### src/rtl/kwta_gamma_sync.sv
// kwta_gamma_sync: k-winner-take-all over spike times within each gamma window
module kwta_gamma_sync #(
  parameter int NUM_INPUTS = 16,
  parameter int GAMMA_CYCLE_WIDTH = 16,
  parameter int PULSE_WIDTH = 8,
  parameter int TIE_MODE = 0,
  localparam int KW = $clog2(NUM_INPUTS + 1)
) (
  input  logic                  clk,
  input  logic                  rst,
  input  logic                  gamma_start_i,
  input  logic [KW-1:0]         k_cfg_i,
  input  logic [NUM_INPUTS-1:0] input_spikes_i,
  output logic [NUM_INPUTS-1:0] output_spikes_o,
  output logic                  inhibit_o,
  output logic [NUM_INPUTS-1:0] winner_mask_o,
  output logic [KW-1:0]         winner_count_o,
  output logic                  done_o
);
  localparam int GW = (GAMMA_CYCLE_WIDTH > 1) ? $clog2(GAMMA_CYCLE_WIDTH) : 1;
  localparam int PCW = $clog2(PULSE_WIDTH + 1);
  typedef enum logic {IDLE, ACTIVE} state_t;
  state_t state_q, state_d;
  logic [GW-1:0] gcnt_q;
  logic [KW-1:0] k_eff_q, cnt_q, cnt_d, k_clamp, winner_count_q;
  logic [NUM_INPUTS-1:0] seen_q, won_q, winner_mask_q, new_ev, acc;
  logic [PCW-1:0] pc_q [NUM_INPUTS];
  logic [KW:0] room, taken, sum;
  logic inhibit_q, done_q, last;
  assign last = gcnt_q == GW'(GAMMA_CYCLE_WIDTH - 1);
  assign k_clamp = (k_cfg_i > KW'(NUM_INPUTS)) ? KW'(NUM_INPUTS) : k_cfg_i;
  assign inhibit_o = inhibit_q;
  assign done_o = done_q;
  assign winner_mask_o = winner_mask_q;
  assign winner_count_o = winner_count_q;
  // Window FSM: a strobe always (re)opens a window; the last window cycle closes it
  always_comb begin
    state_d = state_q;
    if (gamma_start_i) state_d = ACTIVE;
    else if (state_q == ACTIVE && last) state_d = IDLE;
  end
  // New first-spike events and which of them win, given the remaining winner slots
  always_comb begin
    new_ev = (state_q == ACTIVE && !gamma_start_i) ? input_spikes_i & ~seen_q : '0;
    room = (cnt_q < k_eff_q) ? {1'b0, k_eff_q - cnt_q} : '0;
    acc = '0;
    taken = '0;
    for (int i = 0; i < NUM_INPUTS; i++) begin
      if (new_ev[i] && room != '0 && (TIE_MODE == 0 || taken < room)) begin
        acc[i] = 1'b1;
        taken = taken + (KW+1)'(1);
      end
    end
    sum = {1'b0, cnt_q} + taken;
    cnt_d = (sum > (KW+1)'(NUM_INPUTS)) ? KW'(NUM_INPUTS) : sum[KW-1:0];
  end
  // A winner's line is high while its pulse counter is non-zero
  always_comb begin
    output_spikes_o = '0;
    for (int i = 0; i < NUM_INPUTS; i++) output_spikes_o[i] = |pc_q[i];
  end
  // Window bookkeeping, winner report and per-input pulse timers
  always_ff @(posedge clk) begin
    if (rst) begin
      state_q <= IDLE;
      gcnt_q <= '0;
      k_eff_q <= '0;
      cnt_q <= '0;
      seen_q <= '0;
      won_q <= '0;
      inhibit_q <= 1'b0;
      done_q <= 1'b0;
      winner_mask_q <= '0;
      winner_count_q <= '0;
      for (int i = 0; i < NUM_INPUTS; i++) pc_q[i] <= '0;
    end else begin
      state_q <= state_d;
      done_q <= state_q == ACTIVE && last && !gamma_start_i;
      if (state_q == ACTIVE && last && !gamma_start_i) begin
        winner_mask_q <= won_q | acc;
        winner_count_q <= cnt_d;
      end
      if (gamma_start_i) begin
        gcnt_q <= '0;
        k_eff_q <= k_clamp;
        cnt_q <= '0;
        seen_q <= '0;
        won_q <= '0;
        inhibit_q <= k_clamp == '0;
        for (int i = 0; i < NUM_INPUTS; i++) pc_q[i] <= '0;
      end else begin
        gcnt_q <= (state_q == ACTIVE && !last) ? gcnt_q + GW'(1) : '0;
        cnt_q <= cnt_d;
        seen_q <= seen_q | new_ev;
        won_q <= won_q | acc;
        inhibit_q <= inhibit_q | (state_q == ACTIVE && cnt_d >= k_eff_q);
        for (int i = 0; i < NUM_INPUTS; i++)
          pc_q[i] <= acc[i] ? PCW'(PULSE_WIDTH) : (pc_q[i] != '0 ? pc_q[i] - PCW'(1) : '0);
      end
    end
  end
endmodule

### config.mk
export PLATFORM = sky130hd
export DESIGN_NAME = kwta_gamma_sync
export DESIGN_NICKNAME = d
export VERILOG_FILES = /design/src/rtl/kwta_gamma_sync.sv
export SDC_FILE = /design/constraint.sdc
export NUM_CORES = 1
export LEC_CHECK = 0
export BUFFER_PORTS_ARGS = -buffer_cell sky130_fd_sc_hd__buf_4
export CORE_MARGIN = 2
export CORE_UTILIZATION = 40
export DETAILED_ROUTE_END_ITERATION = 16
export GPL_ROUTABILITY_DRIVEN = 0
export PLACE_DENSITY = 0.6
export SYNTH_ARGS = -nofsm -noshare
export SYNTH_HDL_FRONTEND = slang
export SYNTH_SLANG_ARGS = --single-unit
### constraint.sdc
create_clock -name clk -period 15.4 [get_ports clk]
set_input_delay 1.54 -clock clk [delete_from_list [all_inputs] [get_ports clk]]
set_output_delay 1.54 -clock clk [all_outputs]
set_load 0.05 [all_outputs]
* Word-level counts from Yosys, hierarchy flattened *
Memory sizes are Yosys's and may differ from the RTL's.
Index checks and enable logic that the tools add are counted.

storage, ports and cells
  bits of input ports = 24
  output and inout bits = 39
  flip-flop bits (word level) = 70
  memories = 1
  memory bits (writable) = 64
  logic and storage cells = 259

memory list
  memory  words  width  read ports  clocked after Yosys merged registers in  write ports  RTL line  text
  pc_q    16     4      16          0                                        16           27        logic [PCW-1:0] pc_q [NUM_INPUTS];

operators by class
  order comparisons = 4
  equal/unequal tests = 1
  reduce and logical (&&, ||, !) cells = 60
  bitwise operators = 38
  mux-type cells = 111
  add/subtract/negate cells = 34

operators by type and width
  cell                                                           count
  2-to-1 mux 4 bit                                               64
  adder 6 x 1 -> 6 bit, second input constant                    15
  2-to-1 mux 6 bit                                               15
  nonzero test 4 bit                                             16
  OR reduction 4 bit                                             16
  subtractor 4 x 1 -> 4 bit, second input constant               16
  bitwise OR 1 bit                                               33
  bitwise OR 16 bit                                              2
  2-to-1 mux 1 bit                                               28
  logical AND 1 bit                                              21
  AND 16 bit                                                     1
  2-to-1 mux 16 bit                                              1
  NOT 16 bit                                                     1
  2-to-1 mux 5 bit                                               3
  adder 5 x 6 -> 6 bit                                           1
  greater-than comparator 6 x 5 -> 1 bit, second input constant  1
  nonzero test 6 bit                                             1
  >= comparator 5 bit                                            1
  greater-than comparator 5 bit, second input constant           1
  zero test 5 bit                                                1
  less-than comparator 5 bit                                     1
  subtractor 5 bit                                               1
  adder 4 x 1 -> 4 bit, second input constant                    1
  equality test 4 bit, second input constant                     1
  5 further kinds                                                6

* Logic depth before layout (Yosys ltp) *
Gate-level depths: netlist of the first run.

  depth in word-level cells = 42
  mapped depth = 77
  mapped depth without buffers = 74

* Worst setup path before layout of the first run *
OpenSTA, ideal clock, no wires.

  kind = register -> register
  start point = register k_eff_q[0]
  end point = register inhibit_q, in the netlist inhibit_o
  buffers on the path = 4
  period minus slack after synthesis = 13.440 ns
  arrival = 13.296 ns
  path slack = 1.960 ns
  data required time = 15.256 ns
  cell stages (with the launch flop) = 75
  cell sequence = dfxtp_1 > inv_1 > ha_1 > inv_1 > fa_1 > nand3_1 > a21oi_1 > o2111a_1 > or4b_1 > buf_6 > clkbuf_1 > clkbuf_1 > nor2_1 > nand3b_1 > ha_1 > clkbuf_1 > xnor2_1 > ha_1 > [39 not listed] > ha_1 > a21o_1 > a21oi_1 > o21bai_1 > a21oi_1 > xnor2_1 > o221ai_1 > o31ai_4 > xor2_2 > nand3_1 > ha_1 > nand2b_1 > a21o_1 > a21o_1 > a21oi_1 > nor2b_1 > o21ai_0 > a221oi_1

between the ends
  longest elaborated chain between the ends = 42
  elaborated cells between the ends (all ways) = 58
  classes of those cells = add/sub (17); order compare (3); mux (19); bitwise (1); reduce/logical (18)

ends and longest elaborated chain
  element                                                                RTL line  text
  start: declaration                                                     25        logic [KW-1:0] k_eff_q, cnt_q, cnt_d, k_clamp, winner_count_q;
  start signal: assignment                                               85        k_eff_q <= k_clamp;
  subtractor 5 bit / less-than comparator 5 bit (equally long branches)  45        room = (cnt_q < k_eff_q) ? {1'b0, k_eff_q - cnt_q} : '0;
  2-to-1 mux 5 bit                                                       45
  nonzero test 6 bit                                                     49        if (new_ev[i] && room != '0 && (TIE_MODE == 0 || taken < room)) begin
  logical AND 1 bit                                                      49
  2-to-1 mux 1 bit                                                       49
  adder 6 x 1 -> 6 bit                                                   51        taken = taken + (KW+1)'(1);
  2-to-1 mux 6 bit                                                       49
  adder 6 x 1 -> 6 bit                                                   51
  [26 not listed]                                                        --
  2-to-1 mux 6 bit                                                       49
  adder 5 x 6 -> 6 bit                                                   54        sum = {1'b0, cnt_q} + taken;
  greater-than comparator 6 x 5 -> 1 bit                                 55        cnt_d = (sum > (KW+1)'(NUM_INPUTS)) ? KW'(NUM_INPUTS) : sum[KW-1:0];
  2-to-1 mux 5 bit                                                       55
  >= comparator 5 bit (*)                                                96        inhibit_q <= inhibit_q | (state_q == ACTIVE && cnt_d >= k_eff_q);
  logical AND 1 bit (*)                                                  96
  bitwise OR 1 bit (*)                                                   96
  2-to-1 mux 1 bit (*)                                                   83        if (gamma_start_i) begin
  end signal: assignment                                                 96
  end: declaration                                                       29        logic inhibit_q, done_q, last;

Every way passes the cells marked *; elsewhere a longest branch is shown, timed or not.
A chain may end at the register's enable or synchronous reset.

* Worst setup path in the final report of the first run *
Same ends and word-level chain as after synthesis.

==> results.toml, run 1 <==
[timing]
rsz0062_at_grt = "false"
finalSetupTns_ns = 0
max_slew_margin = 0.289
setup_violations = 0
max_freq_mhz = 70.2
holdWs_ns = 0.435
fin_skew_ns = 0.0106
period_share = 0.925
worst_pin_slew_ns = 1.06
period_minus_slack_ns = 14.25
hold_viol_final = 0
drv_slew = 0

[setup_path]
r2r-end = "inhibit_o$_SDFF_PP0_"
cp.required_ns = 15.68
cp.buffers_inverters = 4
end_kind = "flip-flop"
critPathSlowestCell = "ha_1"
worst_ep_arrival_time_ns = 14.53
critPathTopFamily = "compound AO/OA/AOI/OAI gates"
cp_common_cell = "ha_1"
r2r_slack_ns = 1.15
critical_path_class = "flip-flop to flip-flop"
reg2regPathDepth = 70
crit_fanout = 11
crit_path_max_incr_delay_ns = 0.65
timing.rr.start = "k_eff_q[0]$_SDFFE_PP0P_"
crit_path_start_kind = "flip-flop"

[global_route]
grt-ovfl-total = 0
grt_pass1_wl_mm = 35.7
grt_antenna_before_repair = 0
grt_max_degree = 45
grt_util_all_layers = 0.188
grt_pass1_vias = 7123

[die]
core_um2 = 22400
std_cell_rows = 55
initial_core_util = 0.404
dieArea_um2 = 23900
die_w_um = 155
ios = 63
die_h_um = 155

[placed_design]
dp_cells = 1412
dpl-instance-area_um2 = 10100
dp_hpwl_mm = 16.4
io_buffers = 62

[drt]
dr.pass1.iters = 4
wl_per_cell_um = 15.1
drc = 0
wirelength_mm = 21.9
via_per_inst = 5.16
dr_total_vias = 7450
ant_nets = 0
drt_iter0_drc = 458

[synth]
syn-instance-count = 1032
ys_types = 82
yosysMostFrequentCell = "nor2_1"
synthTopCellsByCount = "nor2_1 (158), a21oi_1 (79), nand2_1 (75), dfxtp_1 (74), inv_1 (74)"
yosys.area.top_type = "edfxtp_1"
netlist_area_um2 = 9070
synth_area_per_cell_um2 = 8.79
synth_top_area_share = 0.199
synth-seq-cells = 134
synth-edff-count = 60
yosysSeqAreaShare = 0.362
yosysWarnings = 0
ys_async_sr_fraction = 0
synth_flop_cell = "dfxtp_1"
synth_area_leaders = "edfxtp_1 (20%), dfxtp_1 (16%), ha_1 (9.0%)"

[finish]
drive_gt1_frac = 0.116
num-fill-cells = 2200
nets = 1237
diodes = 0
finalNonFillerCells = 1444
area_delta_synth_final_pct = 17.4
multi_input_area_um2 = 5600
final_util = 0.475
design_area_um2 = 10700
regArea_um2 = 3280

[clocking]
ctsHoldBuffers = 0
ctsResizeCount = 0
cts_tree = "yes"
cts_buffer_depth = 2
htreeDepth = 4
cts_root_buf = "clkbuf_16"
cts_setup_buffers = 0
clk_pin_slew_ns = 0.06
cts_sinks = 134
clock_latency_ns = 0.42
cts-buffers-inserted = 17

[run]
max_cap_violations = 0

[hold_path]
holdCritStartpoint = "pc_q[0][0]$_SDFFE_PP0N_"
hold_end = "pc_q[0][0]$_SDFFE_PP0N_"
hold_path_class = "flip-flop to flip-flop"
holdPathStages = 1

[pwr]
powerDensity_nw_per_um2 = 91.7
leakage_nw = 4.40
irDropWorstVdd_v = 0.0000767

[outcome]
status = "finished clean"
==> routing by layer <==
| layer | part of all wire | up-vias | track usage | wire (µm) |
|---|---|---|---|---|
| li1 | - | 3803 | - | - |
| met1 | 0.46 | 3424 | 0.251 | 10200 |
| met2 | 0.46 | 191 | 0.307 | 10100 |
| met3 | 0.054 | 32 | 0.0361 | 1180 |
| met4 | 0.020 | 0 | 0.0644 | 443 |
| met5 | 0 | - | 0 | 0 |
==> flip-flops by register name, indices dropped and copies added, names as in the netlist <==
name / cells
cnt_q: 5
done_o: 1
gcnt_q: 4
inhibit_o: 1
k_eff_q: 5
pc_q: 64
seen_q: 16
state_q: 1
winner_count_o: 5
winner_mask_o: 16
won_q: 16
==> power by group <==
part,switching (mW),internal (mW)
Clock,0.159,0.245
Combinational,0.110,0.0680
Sequential,0.00912,0.387
Total,0.278,0.699
==> through the flow <==
step | worst slack [ns] | total power, mW
floorplan | 1.96 | 0.535
global placement | 1.46 | 0.578
detailed placement | 1.22 | 0.580
CTS | 1.22 | 0.988
global route | 0.105 | 1.03
finish | 1.15 | 0.977
==> how the worst max path moves through the flow <==
stage                            start                    to  slack (ns)  cells after the start
3_5_place_dp             gamma_start_i  inhibit_o$_SDFF_PP0_        1.22                     64
3_3_place_gp             gamma_start_i  inhibit_o$_SDFF_PP0_        1.46                     62
2_1_floorplan  k_eff_q[0]$_SDFFE_PP0P_  inhibit_o$_SDFF_PP0_        1.96                     74
4_1_cts        k_eff_q[0]$_SDFFE_PP0P_  inhibit_o$_SDFF_PP0_        1.22                     68
6_report       k_eff_q[0]$_SDFFE_PP0P_  inhibit_o$_SDFF_PP0_        1.15                     70
5_1_grt        k_eff_q[0]$_SDFFE_PP0P_  inhibit_o$_SDFF_PP0_        0.11                     68
==> worst register-to-register path, delay by kind of cell (launching register included) <==
family	cells	cell delay, ns
muxes	4	0.89
adders and majority gates	13	4.24
AOI/OAI and AO/OA	28	4.34
buffers and inverters	4	0.27
xor gates and xnor gates	8	1.52
DFF	1	0.31
and+or+nand+nor	13	2.55
==> placed cells by master, fill, tap and decap left out, types with 4 or more instances in the layout <==
cell type	synthesis	routed
o22ai_1	8	8
o31ai_1	4	4
or3_1	18	18
nor3_1	32	32
conb_1	1	60
and2_1	5	5
a31oi_1	5	5
or2_2	7	7
nand2b_1	18	18
xnor2_1	53	53
nand3b_1	13	13
edfxtp_1	60	60
nand2_1	75	75
o211ai_1	4	4
and3_1	7	7
nor4_1	16	16
nor2b_1	20	19
dfxtp_1	74	74
a21o_1	8	8
mux2i_1	15	15
a211oi_1	29	29
inv_1	74	74
nor2_1	158	157
clkbuf_16	0	20
nand3_1	21	21
ha_1	65	65
xor2_1	20	20
a21oi_1	79	79
clkinv_4	0	4
xnor3_1	8	8
nand4_1	4	4
nor3b_1	7	7
buf_4	0	72
o21ai_0	17	17
==> area by class of cell <==
cell class	instances	area share
multi-input combinational	846	0.525
clock buffer	25	0.0506
clock inverter	7	0.00528
sequential	134	0.308
timing repair buffer	72	0.0507
tap	285	0.0335
inverter	75	0.0264
==> cells by family (layout without fill, tap and decap cells) <==
family	Yosys count	count (layout)	share of synthesized area
simple gates	423	423	0.234
compound gates	189	189	0.136
flops	134	134	0.362
buf+inv	111	179	0.0472
xor+xnor	87	87	0.103
fa+ha+maj	68	68	0.0952
mux	19	19	0.0228
other cells	1	60	0.000413
Note: power is estimated with default switching activity, not from simulation.
==> inputs of run 2 (changes only) <==
- CORE_UTILIZATION: 40 -> 55
- PLACE_DENSITY: 0.6 -> 0.77
- SLEW_MARGIN: not set -> 15
==> results.toml, run 2 (synthesis gave the netlist of run 1 again) <==
[pwr]
p_clk_frac = 0.427
irDropWorstVdd_v = 0.0000823
p_comb_frac = 0.178
power_frac_seq = 0.396
powerDensity_nw_per_um2 = 94.4
sw_frac_of_total = 0.276
power.internal_mw = 0.724
leakage_nw = 4.41
net-switching-power_mw = 0.277

[setup_path]
crit_start = "k_eff_q[0]$_SDFFE_PP0P_"
crit_fanout = 11
critPathSlowestCell = "or4b_1"
worst_ep_arrival_time_ns = 14.70
cp_common_cell = "ha_1"
cp.required_ns = 15.70
crit_path_max_incr_delay_ns = 0.58
timing.rr.start = "k_eff_q[0]$_SDFFE_PP0P_"
end_kind = "flip-flop"
crit_path_start_kind = "flip-flop"
critical_path_class = "flip-flop to flip-flop"

[finish]
diodes = 0
max_flop_register = "pc_q"
design_area_um2 = 10600
nets = 1235
drive_gt1_frac = 0.118
area_delta_synth_final_pct = 16.8
largest_reg_flops = 64
mostFrequentLayoutCells = "nor2_1 (157), a21oi_1 (79), nand2_1 (75)"
final_common_cell = "nor2_1"

[timing]
holdWs_ns = 0.456
period_share = 0.935
max_slew_margin = 0.360
drv_slew = 0
rsz0062_at_grt = "false"
period_minus_slack_ns = 14.39
max_freq_mhz = 69.5
finalSetupTns_ns = 0
fin_skew_ns = 0.00751
worst_pin_slew_ns = 0.948
hold_viol_final = 0
setup_violations = 0

[drt]
via_per_inst = 5.61
wl_per_cell_um = 15.5
dr_total_vias = 7707
drc = 0
dr.pass1.iters = 5
ant_nets = 0
drt_iter0_drc = 597
wirelength_mm = 21.3

[clocking]
cts_tree = "yes"
cts-buffers-inserted = 17
cts_sinks = 134
cts_root_buf = "clkbuf_16"
clk_pin_slew_ns = 0.06
clock_latency_ns = 0.43
htreeDepth = 4
ctsHoldBuffers = 0
cts_buffer_depth = 2

[hold_path]
hold_path_class = "flip-flop to flip-flop"
holdCritStartpoint = "won_q[12]$_SDFF_PN0_"

[global_route]
grt_pass1_wl_mm = 34.4
grt_pass1_vias = 7196
grt_antenna_before_repair = 0
grt_util_all_layers = 0.243
grt_max_degree = 49
grt-ovfl-total = 0

[placed_design]
dpl-instance-area_um2 = 9960
io_buffers = 62
dp_hpwl_mm = 15.6

[die]
die_w_um = 132
std_cell_rows = 46
initial_core_util = 0.567
core_um2 = 16000
die_h_um = 132
dieArea_um2 = 17500
ios = 63

[run]
max_cap_violations = 0

[outcome]
status = "finished clean"
## run 2: what timing repair did
item | in CTS | in global routing
setup buffers | 0 | 0
gates resized for setup | 0 | 1
setup endpoints to repair | 0 | 1
endpoints found under the hold margin | 0 | 0
## run 2: power groups by stage
stage | Clock [mW] | Combinational [mW] | Sequential (mW)
after floorplan | 0 | 0.134 | 0.401
after global placement | 0 | 0.171 | 0.403
after detailed placement | 0 | 0.174 | 0.403
after CTS | 0.433 | 0.176 | 0.396
after global routing | 0.448 | 0.196 | 0.397
final | 0.427 | 0.178 | 0.396
## run 2: through the flow
step	power (mW)	worst slack, ns	cells	utilization
floorplan	0.535	1.96	1091	-
global placement	0.573	1.63	1341	0.622
detailed placement	0.577	1.14	1341	0.622
CTS	1.00	1.10	1373	0.662
global route	1.04	0.00780	1373	0.662
finish	1.00	1.01	1373	0.662
## run 2: worst max-delay path: cells and delay by family, from the launching register on
family,cells,cell delay (ns)
and+or+nand+nor,13,2.65
xor gates and xnor gates,8,1.58
buffers and inverters,4,0.26
muxes,4,0.90
DFF,1,0.31
adders and majority gates,13,4.07
AOI/OAI and AO/OA,28,4.48
## run 2: path summary, 6_finish.rpt
path	to	slack [ns]	depth (start not counted)
hold / removal	won_q[12]$_SDFF_PN0_	0.46	2
setup / recovery	inhibit_o$_SDFF_PP0_	1.01	70
setup reg to reg	inhibit_o$_SDFF_PP0_	1.01	70
hold reg to reg	won_q[12]$_SDFF_PN0_	0.46	2
## run 2: final cells by class
cell class	instances	area [µm²]
well taps	216	270
clock inverters	8	76.3
flip-flops and latches	134	3280
clock buffers	24	557
inverters	75	282
multi-input cells	846	5600
fillers	1359	5400
repair buffers	70	526
## run 2: routing by layer
layer,part of all wire,track usage,wire (µm)
met4,0.021,0.0878,450
met1,0.45,0.318,9560
met5,0,0,0
met3,0.061,0.0433,1290
met2,0.47,0.404,9990
==> inputs of run 3 (changes only) <==
- CTS_BUF_LIST: not set -> sky130_fd_sc_hd__clkbuf_8
==> results.toml, run 3 (synthesis gave the netlist of run 1 again) <==
[setup_path]
cp.buffers_inverters = 4
crit_cells = 70
cp_common_cell = "ha_1"
critPathSlowestCell = "or4b_1"
crit_path_max_incr_delay_ns = 0.57
reg2regPathDepth = 70
crit_fanout = 11
critPathTopFamily = "compound AO/OA/AOI/OAI gates"
crit_path_start_kind = "flip-flop"
worst_ep_arrival_time_ns = 14.61
critical_path_class = "flip-flop to flip-flop"
end_kind = "flip-flop"
cp.required_ns = 15.74

[timing]
max_freq_mhz = 70.1
layout_setup_ws_ns = 1.13
fin_skew_ns = 0.0106
drv_slew = 0
period_minus_slack_ns = 14.27
rsz0062_at_grt = "false"
finalSetupTns_ns = 0
period_share = 0.927
setup_violations = 0
worst_pin_slew_ns = 0.899
hold_viol_final = 0
max_slew_margin = 0.393

[clocking]
ctsHoldBuffers = 0
cts-buffers-inserted = 17
cts_sinks = 134
cts_tree = "yes"
cts_buffer_depth = 2
clk_pin_slew_ns = 0.08
htreeDepth = 4
ctsResizeCount = 0
clock_latency_ns = 0.47
cts_setup_buffers = 0
cts_root_buf = "clkbuf_8"

[finish]
drive_gt1_frac = 0.118
nets = 1235
num-fill-cells = 1383
final_common_cell = "nor2_1"
largest_reg_flops = 64
design_area_um2 = 10400
diodes = 0
max_flop_register = "pc_q"
area_delta_synth_final_pct = 15.0
mostFrequentLayoutCells = "nor2_1 (157), a21oi_1 (79), inv_1 (75), nand2_1 (75), dfxtp_1 (74)"
finalNonFillerCells = 1373

[die]
core_um2 = 16000
ios = 63
die_w_um = 132
std_cell_rows = 46
initial_core_util = 0.567
die_h_um = 132
dieArea_um2 = 17500

[pwr]
powerDensity_nw_per_um2 = 88.0
irDropWorstVdd_v = 0.0000656
p_total_mw = 0.918
leakage_nw = 4.34

[global_route]
grt_antenna_before_repair = 0
grt_max_degree = 49
grt_pass1_vias = 7133
grt-ovfl-total = 0
grt_util_all_layers = 0.241
grt_pass1_wl_mm = 34.1

[placed_design]
dp_cells = 1341
io_buffers = 62
dpl-instance-area_um2 = 9960
dp_hpwl_mm = 15.6
place_ws_ns = 1.14

[drt]
dr_total_vias = 7675
wl_met1_mm = 9.60
wl_met3_mm = 1.23
via_per_inst = 5.59
wirelength_mm = 21.0
dr.pass1.iters = 5
drc = 0
wl_per_cell_um = 15.3
dr_wl_met2_mm = 9.86
drt_iter0_drc = 503
top_layer_used = "met4"
ant_nets = 0

[run]
max_cap_violations = 0

[outcome]
status = "finished clean"

[hold_path]
holdPathStages = 1
hold_path_class = "flip-flop to flip-flop"
==> run 3: cell count changes in the layout (fill, tap and decap cells not counted) <==
cell	before	now
bufinv_16	1	5
clkbuf_16	21	0
clkbuf_1	1	0
inv_1	74	75
a211oi_2	0	1
clkbuf_8	2	19
a211oi_1	29	28
==> run 3: where the power goes <==
group | internal [mW] | total (mW) | switching, mW
clock | 0.201 | 0.346 | 0.145
sequential | 0.386 | 0.395 | 0.00930
combinational | 0.0680 | 0.178 | 0.110
==> run 3: area by class of cell <==
cell class,instances,area [µm²],area share
clock buffers,19,262,0.0251
clock inverters,13,200,0.0192
inverters,75,282,0.0270
multi-input cells,846,5610,0.538
flip-flops and latches,134,3280,0.315
well taps,216,270,0.0259
repair buffers,70,526,0.0504
==> run 3: final timing paths <==
check | start | slack, ns | end
hold / removal | gcnt_q[0]$_SDFF_PP0_ | 0.46 | gcnt_q[0]$_SDFF_PP0_
setup / recovery | k_eff_q[0]$_SDFFE_PP0P_ | 1.13 | inhibit_o$_SDFF_PP0_
setup reg to reg | k_eff_q[0]$_SDFFE_PP0P_ | 1.13 | inhibit_o$_SDFF_PP0_
hold reg to reg | gcnt_q[0]$_SDFF_PP0_ | 0.46 | gcnt_q[0]$_SDFF_PP0_
==> run 3: per-stage QoR <==
step	util	hold slack (ns)
finish	0.652	0.457
detailed placement	0.622	0.445
floorplan	-	0.407
global placement	0.622	0.427
global route	0.652	0.477
CTS	0.651	0.456
==> run 3: routing by layer <==
| layer | global-route usage | vias up |
|---|---|---|
| li1 | - | 3779 |
| met1 | 0.320 | 3622 |
| met2 | 0.401 | 238 |
| met3 | 0.0460 | 36 |
| met4 | 0.0705 | 0 |
| met5 | 0 | - |
